`src/rtl/seq_detect_prog.sv`:
```
`default_nettype none
// ============================================================================
//  Module   : seq_detect_prog
//  Purpose  : Serial pattern detector (Mealy, KMP-style) with a run-time
//             loadable N-bit pattern, optional overlapping detection, and a
//             saturating match counter. All outputs are registered.
//  Ports    : clk        rising-edge clock
//             rst        asynchronous active-low reset
//             en         qualifies `in`; the stream advances only when en=1
//             in         serial data bit
//             pat_load   load pat_in and restart detection (beats en/in)
//             pat_in     new pattern, bit N-1 is received first
//             cnt_clr    synchronous clear of match_cnt (beats an increment)
//             out        one-cycle match pulse
//             match_cnt  saturating match count
//             progress   number of pattern bits currently matched
//  Revision : 1.0 - initial release
// ============================================================================
module seq_detect_prog #(
  parameter int             N       = 4,
  parameter logic [N-1:0]   PATTERN = 4'b1101,
  parameter bit             OVERLAP = 1'b1,
  parameter int             CNT_W   = 8
) (
  input  logic                     clk,
  input  logic                     rst,
  input  logic                     en,
  input  logic                     in,
  input  logic                     pat_load,
  input  logic [N-1:0]             pat_in,
  input  logic                     cnt_clr,
  output logic                     out,
  output logic [CNT_W-1:0]         match_cnt,
  output logic [$clog2(N+1)-1:0]   progress
);

  localparam int               c_state_w = $clog2(N+1);
  localparam logic [CNT_W-1:0] c_cnt_max = '1;
  localparam logic [N-1:0]     c_one     = {{(N-1){1'b0}}, 1'b1};

  logic [c_state_w-1:0] state_q, state_d;
  logic                 out_q,   out_d;
  logic [CNT_W-1:0]     cnt_q,   cnt_d;
  logic [N-1:0]         pat_q,   pat_d;
  logic [c_state_w-1:0] next_w;
  logic                 hit_w;

  // Bit `idx` of p; out-of-range indices read as 0.
  function automatic logic bit_at(input logic [N-1:0] p, input int idx);
    return |((p >> idx) & c_one);
  endfunction

  // KMP transition. The matched text is {pat[N-1 -: k], b}. Returns the
  // largest j (capped at N-1) whose length-j suffix of that text equals the
  // length-j pattern prefix. Writing prefix element i as pat[N-1-i], the
  // suffix element at position m is prefix element k-j+1+m. With k=N-1 and
  // b=pat[0] the cap makes this the longest proper prefix-suffix, so the
  // same function serves the overlapping post-match state.
  function automatic logic [c_state_w-1:0] kmp_next(
    input logic [N-1:0]         p,
    input logic [c_state_w-1:0] k,
    input logic                 b
  );
    logic [c_state_w-1:0] best;
    logic                 ok;
    best = '0;
    for (int j = 1; j < N; j++) begin
      if (j <= int'(k) + 1) begin
        ok = (b == bit_at(p, N - j));
        for (int m = 0; m < N - 2; m++) begin
          if (m < j - 1) begin
            ok = ok & (bit_at(p, N - 2 - int'(k) + j - m) == bit_at(p, N - 1 - m));
          end
        end
        if (ok) begin
          best = c_state_w'(j);
        end
      end
    end
    return best;
  endfunction

  assign next_w = kmp_next(pat_q, state_q, in);

  always_comb begin
    state_d = state_q;
    out_d   = 1'b0;
    cnt_d   = cnt_q;
    pat_d   = pat_q;
    hit_w   = 1'b0;
    if (pat_load) begin
      pat_d   = pat_in;
      state_d = '0;
    end else if (en) begin
      if ((state_q == c_state_w'(N - 1)) && (in == pat_q[0])) begin
        hit_w   = 1'b1;
        out_d   = 1'b1;
        state_d = OVERLAP ? next_w : '0;
      end else begin
        state_d = next_w;
      end
    end
    if (cnt_clr) begin
      cnt_d = '0;
    end else if (hit_w && (cnt_q != c_cnt_max)) begin
      cnt_d = cnt_q + 1'b1;
    end
  end

  always_ff @(posedge clk or negedge rst) begin
    if (!rst) begin
      state_q <= '0;
      out_q   <= 1'b0;
      cnt_q   <= '0;
      pat_q   <= PATTERN;
    end else begin
      state_q <= state_d;
      out_q   <= out_d;
      cnt_q   <= cnt_d;
      pat_q   <= pat_d;
    end
  end

  assign out       = out_q;
  assign match_cnt = cnt_q;
  assign progress  = state_q;

endmodule
`default_nettype wire
```
`config.mk`:
```
export PLATFORM = sky130hd
export DESIGN_NAME = seq_detect_prog
export DESIGN_NICKNAME = d
export VERILOG_FILES = /design/src/rtl/seq_detect_prog.sv
export SDC_FILE = /design/constraint.sdc
export NUM_CORES = 1
export LEC_CHECK = 0
export ABC_AREA = 0
export BUFFER_PORTS_ARGS = -buffer_cell sky130_fd_sc_hd__buf_2
export CORE_MARGIN = 2
export CORE_UTILIZATION = 53
export CTS_BUF_LIST = sky130_fd_sc_hd__clkbuf_16
export DETAILED_ROUTE_END_ITERATION = 8
export PLACE_DENSITY = 0.78
export SLEW_MARGIN = 20
export SYNTH_ARGS = -nofsm -noshare
export SYNTH_HDL_FRONTEND = slang
export SYNTH_SLANG_ARGS = --single-unit
```
`constraint.sdc`:
```
create_clock -name clk -period 2.5 [get_ports clk]
set_input_delay 0.375 -clock clk [delete_from_list [all_inputs] [get_ports clk]]
set_output_delay 0.375 -clock clk [all_outputs]
set_load 0.005 [all_outputs]
```
# Word level (Yosys, flattened, before mapping)
# Index checks and enable logic that the tools add are counted.
# op_classes
bitwise	3
n_reduce_logical	4
n_addsub	6
magnitude_cmp	3
n_eq_ne	9
n_mux	16
shifts	3
# ops
operator	n
$shr A4 B32 Y1	3
$le A2 B32 Y1 const A	1
$le A3 B32 Y1 const A	1
$mux W3	7
$mux W8	2
$add A4 B3 Y5 const B	2
$add A8 B1 Y8 const B	1
$ne A8 B8 Y1 const B	1
$eq A1 B1 Y1	7
$mux W1	7
$sub A5 B2 Y6 const B	1
$add A3 B1 Y4 const B	1
$le A2 B4 Y1 const A	1
$reduce_bool A2 Y1	2
$sub A2 B3 Y4 const A	1
$and A1 B1 Y1	3
$eq A3 B2 Y1 const B	1
$logic_and A1 B1 Y1	2
# word_totals
wordCells	48
register_bits	16
inputBits	10
out_inout_bits	12

# Logic depth before layout (Yosys ltp)
# Gate-level depths: netlist of the first run.
# depth
depth_word	12
depth_mapped	9
depth_no_buf	7

# Worst setup path before layout of the first run
# Ideal clock, no wire load.
# synth_path
path_type	reg2reg
from	register state_q[0] (netlist: progress[0])
to	register state_q[1] (netlist: progress[1])
arrival_ns	2.056
required_time_ns	2.401
path_slack_ns	0.344
path_stages_with_launch	10
path_cell_list	dfrtp_1 > buf_2 > inv_1 > ha_1 > buf_4 > mux2i_1 > mux2_2 > nand2_1 > o2111ai_1 > a311oi_1
# synth_between
elab_chain_len	12
elab_cells_between_ends	25
# synth_lines
element	line	source
from (decl)	41	logic [c_state_w-1:0] state_q, state_d;
from (signal assigned)	117	state_q <= state_d;
parallel branches: the longest is 9 deep, another holds $sub A5 B2 Y6	-	
$mux W3 (*)	68	if (j <= int'(k) + 1) begin
$mux W3 (*)	94	end else if (en) begin
$mux W3 (*)	91	if (pat_load) begin
# Mark *: on every way between the ends. The select of a mux whose other input is x is not followed.
# A chain may end at the register's enable or synchronous reset.

# Final worst setup path of the first run
# layout_path
from	register state_q[1] (netlist: progress[1])
to	register state_q[0] (netlist: progress[0])
# The elaborated chain is that of the path after synthesis.

==> qor.txt, run 1 <==
TritonCTS Buffers: 3
status: complete, no violations
final WL: 2.14 mm
Vias per Instance: 5.66
met3 WL: 77 um
H-Tree Depth: 1
pwr dens: 577 mW/mm2
P_leak: 0.570 nW
number of library cell types mapped by synthesis: 36
smallest hold slack: 27.6 ps
Synth Cell Area: 0.00103 mm2
total grt overflow: 0
synth-to-layout area growth: 16.6%
Routed WL per cell: 14.0 um
port buffer count: 20
Hold Path Class: in -> async
dpl hpwl: 1.57 mm
Critical Path Source Type: flop
Post-Syn Nets: 127
post-layout min period: 2210 ps
initial core utilization: 57.6%
share of cells above drive strength 1: 25.8%
met2 wire length: 1.11 mm
Setup crit end kind: flop
DRC viols: 0
crit path cell chain: inv_1, ha_1, mux2i_1, mux2_2, nand2_1, o2111ai_1, a311oi_1
Peak Freq: 0.453 GHz
most frequent cells in the layout: buf_2, nor2_1, dfrtp_1
vias in the first global route: 815
Pwr Total: 0.000691 W
CTS Root Cell: clkbuf_16
post-layout net count: 145
placed cell count: 149
die height: 48.0 um
routability cong.: 0.899
CTS tree: done
Post-CTS Hold Buffers: 0
Clock power frac: 44.4%
switching share of power: 25.4%
row count: 15
Max FO, Critical Path: 10
family with the most delay on the worst path: multiplexers
commonest non-fill, non-tap cell in the layout: buf_2
Critical Path AT: 2350 ps
die area: 0.00231 mm2
Worst VDD drop: 0.000460 V
non-filler cells in the finished layout: 153
Clock Path Buffers: 2
synthesized flop and latch total: 15
Synth Flop Type: dfrtp_1
antenna violations before repair: 0
First-pass DRT Iterations: 4
met1 wire length: 930 um
RSZ-0062 raised after global routing: no
post-CTS setup buffer count: 0
Warnings, synthesis: 0
Global Route Usage Sum: 22.4%
top sig layer: met4
maxcap violations: 0
ANT cells: 0
Core Box Area: 0.00178 mm2
period utilisation layout: 88.3%
Worst EP required: 2640 ps
global-route wire length before repair: 3.51 mm
Seq/Total Area, Yosys: 36.9%
Clock Latency Late Sink: 250 ps
Psw: 0.000176 W
setup_tns: 0 ps
critical path's slowest cell: ha_1
ys async rst share: 100%
routed vias: 866
Mapped Cells: 111
PostCTS Resize Cnt: 0
final hold vios: 0
Post-synth EDFFs: 0
CP max stage delay: 480 ps
final setup fails: 0
largest net degree at the start of global routing: 16
Setup CP Type: reg -> reg
P_int: 0.000515 W
Buf/Inv on CP: 1
Final Max Tran Viols: 0
syn avg cell area: 9.25 um2
IO Pins: 22
1st-iter DRT viols: 11
clock skew: 3.51 ps
Gate power share: 16.1%
Die Width: 48.0 um
post-route ant nets: 0
Seq pwr share: 39.6%
Clock transition at path regs: 50 ps
clk sink count: 15
[cell usage after synthesis, types with 3 or more instances]
| master | number | area share, % |
|---|---|---|
| inv_1 | 6 | 2.2 |
| dfrtp_1 | 12 | 29 |
| o21ai_0 | 6 | 2.9 |
| xor2_1 | 9 | 7.7 |
| mux2_2 | 4 | 4.4 |
| a311oi_1 | 3 | 2.6 |
| nand4_1 | 4 | 2.4 |
| dfstp_2 | 3 | 7.7 |
| nand2_1 | 9 | 3.3 |
| mux2i_1 | 3 | 2.9 |
| nor2_1 | 13 | 4.8 |
| ha_1 | 6 | 7.3 |
[worst paths after layout]
path | from | endpoint | slack (ps) | depth (start not counted)
setup / recovery | progress[1] | progress[0] | 290 | 7
max in group asynchronous | rst | pat_q[3] | 2170 | 1
min in group clk | pat_in[2] | pat_q[2] | 340 | 3
hold reg to reg | match_cnt[5] | match_cnt[5] | 580 | 2
hold / removal | rst | match_cnt[6] | 30 | 1
setup reg to reg | progress[1] | progress[0] | 290 | 7
[power by group through the flow]
| stage | registers (W) | logic (W) | clock network (W) |
|---|---|---|---|
| global route | 0.000275 | 0.000125 | 0.000319 |
| CTS | 0.000273 | 0.000110 | 0.000311 |
| global placement | 0.000276 | 0.000105 | 0 |
| floorplan | 0.000268 | 0.0000891 | 0 |
| detailed placement | 0.000277 | 0.000109 | 0 |
| finish | 0.000273 | 0.000111 | 0.000307 |
[routing by layer]
metal	global-route usage (%)	vias to the layer above
met5	0	-
met3	5.28	3
li1	-	427
met2	38.9	16
met1	26.3	420
met4	9.19	0
[logic make-up after synthesis]
family                   after synthesis  synth area share (%)
AND/OR/NAND/NOR                       37                  18.5
AO/OA/AOI/OAI                         22                  15.1
flip-flops                            15                  36.9
buffers and inverters                 14                  6.82
XOR/XNOR                               9                  7.67
multiplexers                           7                  7.31
adder cells (fa/ha/maj)                6                  7.31
other                                  1                 0.365
[cell type report]
| cell class | instances | area [um2] |
|---|---|---|
| timing repair buffer | 21 | 108 |
| clock buffer | 3 | 75.1 |
| clock inverter | 1 | 3.75 |
| fill | 152 | 586 |
| inverter | 6 | 22.5 |
| multi-input combinational | 82 | 578 |
| sequential | 15 | 379 |
| tap | 25 | 31.3 |
[worst reg2reg max path, cell delays in order, from the launching register on]
cell and delay (ps):
dfrtp_1 400, inv_1 90, ha_1 480, mux2i_1 250
mux2_2 360, nand2_1 80, o2111ai_1 150, a311oi_1 290
[metrics by stage]
stage          instance area [um2]  util (%)  setup WS (ps)
4_1_cts                       1200      67.2            315
5_1_grt                       1200      67.2            169
3_3_place_gp                  1120      62.7            490
3_5_place_dp                  1120      62.7            360
2_1_floorplan                 1030         -            344
6_report                      1200      67.2            293
[sequential cells by signal, summed over array words and instances (netlist names)]
name       count
out            1
match_cnt      8
pat_q          4
progress       2
Power figures use the tool's default switching activity.
==> inputs of run 2 (changes only) <==
Settings changed: CORE_MARGIN 2 to not set, CORE_UTILIZATION 53 to 45, PLACE_DENSITY 0.78 to 0.68.
==> run 2 against run 1 <==
Sequential share of layout area shrank 0.099 points. Via count increased by 2.4%. Clock skew about the same. Highest routed layer unchanged.
==> qor.txt, run 2 (synthesized netlist as in run 1, its figures left out) <==
clk sink count: 15 (unchanged)
Global Route Usage Sum: 17.9% (-4.4 points)
Pwr Total: 0.000685 W (-0.79%)
Post-CTS Hold Buffers: 0 (unchanged)
1st-iter DRT viols: 11 (unchanged)
IO Pins: 22 (unchanged)
final hold vios: 0 (unchanged)
final worst slack: 417 ps (+124 ps)
reg2reg start: progress[1]
port buffer count: 20 (unchanged)
clock skew: 3.66 ps (+0.152 ps)
Setup crit end kind: flop
final WL: 2.00 mm (-6.9%)
H-Tree Depth: 1 (unchanged)
First-pass DRT Iterations: 4 (unchanged)
RSZ-0062 raised after global routing: no
status: complete, no violations
vias in the first global route: 774 (-5.0%)
GR met2 Demand/Resource: 29.5% (-9.4 points)
routed vias: 887 (+2.4%)
Clock Latency Late Sink: 240 ps (about the same)
ANT cells: 0 (unchanged)
GRT busiest layer: met2
dpl hpwl: 1.48 mm (-5.7%)
pwr dens: 571 mW/mm2 (-1.1%)
DRC viols: 0 (unchanged)
setup_tns: 0 ps (unchanged)
Worst EP required: 2650 ps (about the same)
Critical Path Source Type: flop
largest net degree at the start of global routing: 16 (unchanged)
Final Max Tran Viols: 0 (unchanged)
non-filler cells in the finished layout: 155 (+1.3%)
Clock Path Buffers: 2 (unchanged)
Hold Path Class: in -> async
Routed WL per cell: 12.9 um (-8.1%)
Max FO, Critical Path: 10 (unchanged)
commonest non-fill, non-tap cell in the layout: buf_2
grt met1 use: 24.6% (-1.7 points)
total grt overflow: 0 (unchanged)
routability cong.: 0.879 (-2.2%)
most frequent cells in the layout: buf_2, nor2_1, dfrtp_1
grt met3 use: 2.78% (-2.5 points)
Worst VDD drop: 0.000366 V (-20%)
Die Width: 49.8 um (+3.7%)
placed cell count: 151 (+1.3%)
final setup fails: 0 (unchanged)
Vias per Instance: 5.72 (+1.1%)
P_leak: 0.568 nW (-0.25%)
die height: 49.8 um (+3.7%)
die area: 0.00248 mm2 (+7.4%)
Critical Path AT: 2230 ps (-120 ps)
PostCTS Resize Cnt: 0 (unchanged)
post-CTS setup buffer count: 0 (unchanged)
TritonCTS Buffers: 3 (unchanged)
share of cells above drive strength 1: 26.6% (+0.78 points)
pre-CTS WS: 424 ps (+63.9 ps)
fin util: 58.3% (-8.9 points)
global-route wire length before repair: 3.42 mm (-2.4%)
maxcap violations: 0 (unchanged)
post-layout net count: 145 (unchanged)
synth-to-layout area growth: 16.9%
Largest register FFs: 8 (unchanged)
Clock transition at path regs: 50 ps (about the same)
Setup CP Type: reg -> reg
initial core utilization: 49.8% (-7.8 points)
post-route ant nets: 0 (unchanged)
row count: 16 (+1)
antenna violations before repair: 0 (unchanged)
Peak Freq: 0.480 GHz (+5.9%)
Worst Setup SP: progress[1]
CTS Root Cell: clkbuf_16
post-layout min period: 2080 ps (-124 ps)
CTS tree: done
Core Box Area: 0.00206 mm2 (+16%)
period utilisation layout: 83.3% (-5.0 points)
## run 2: cell types whose count changed in the layout (fill, tap and decap cells not counted), sizes merged
cell	before	now
inv	7	6
clkinv	0	1
## run 2: area by class of cell
class                      instances  area (um2)
fill                             183         861
multi-input combinational         82         578
sequential                        15         379
timing repair buffer              21         108
clock buffer                       3        75.1
tap                               27        33.8
inverter                           6        22.5
clock inverter                     1        5.00
## run 2: worst max-delay path, cell delays in order (launching register included)
cell	delay, ps
dfrtp_1	400
inv_1	80
ha_1	450
mux2i_1	230
mux2_2	350
nand2_1	70
o2111ai_1	130
a311oi_1	270
## run 2: metrics by stage
step | cell area [um2] | hold slack, ps
3_3_place_gp | 1120 | 295
4_1_cts | 1200 | 38.0
2_1_floorplan | 1030 | 79.4
3_5_place_dp | 1120 | 296
5_1_grt | 1200 | 58.8
6_report | 1200 | 25.5
## run 2: worst paths after layout
path	cells after the start	end	slack, ps
setup / recovery	7	progress[1]	420
hold / removal	1	match_cnt[1]	30
setup reg to reg	7	progress[1]	420
hold reg to reg	2	match_cnt[1]	570
max in group asynchronous	1	pat_q[3]	2180
min in group clk	3	pat_q[2]	350
## run 2: routing by layer
layer / routed length [um] / vias up
met4: 13 / 0
met5: 0 / -
met3: 83 / 4
li1: - / 428
met2: 926 / 29
met1: 971 / 426
## run 2: where the power goes
group          internal, W  switching, W
Sequential        0.000256     0.0000163
Combinational    0.0000471     0.0000606
Clock             0.000213     0.0000919
Total             0.000517      0.000169
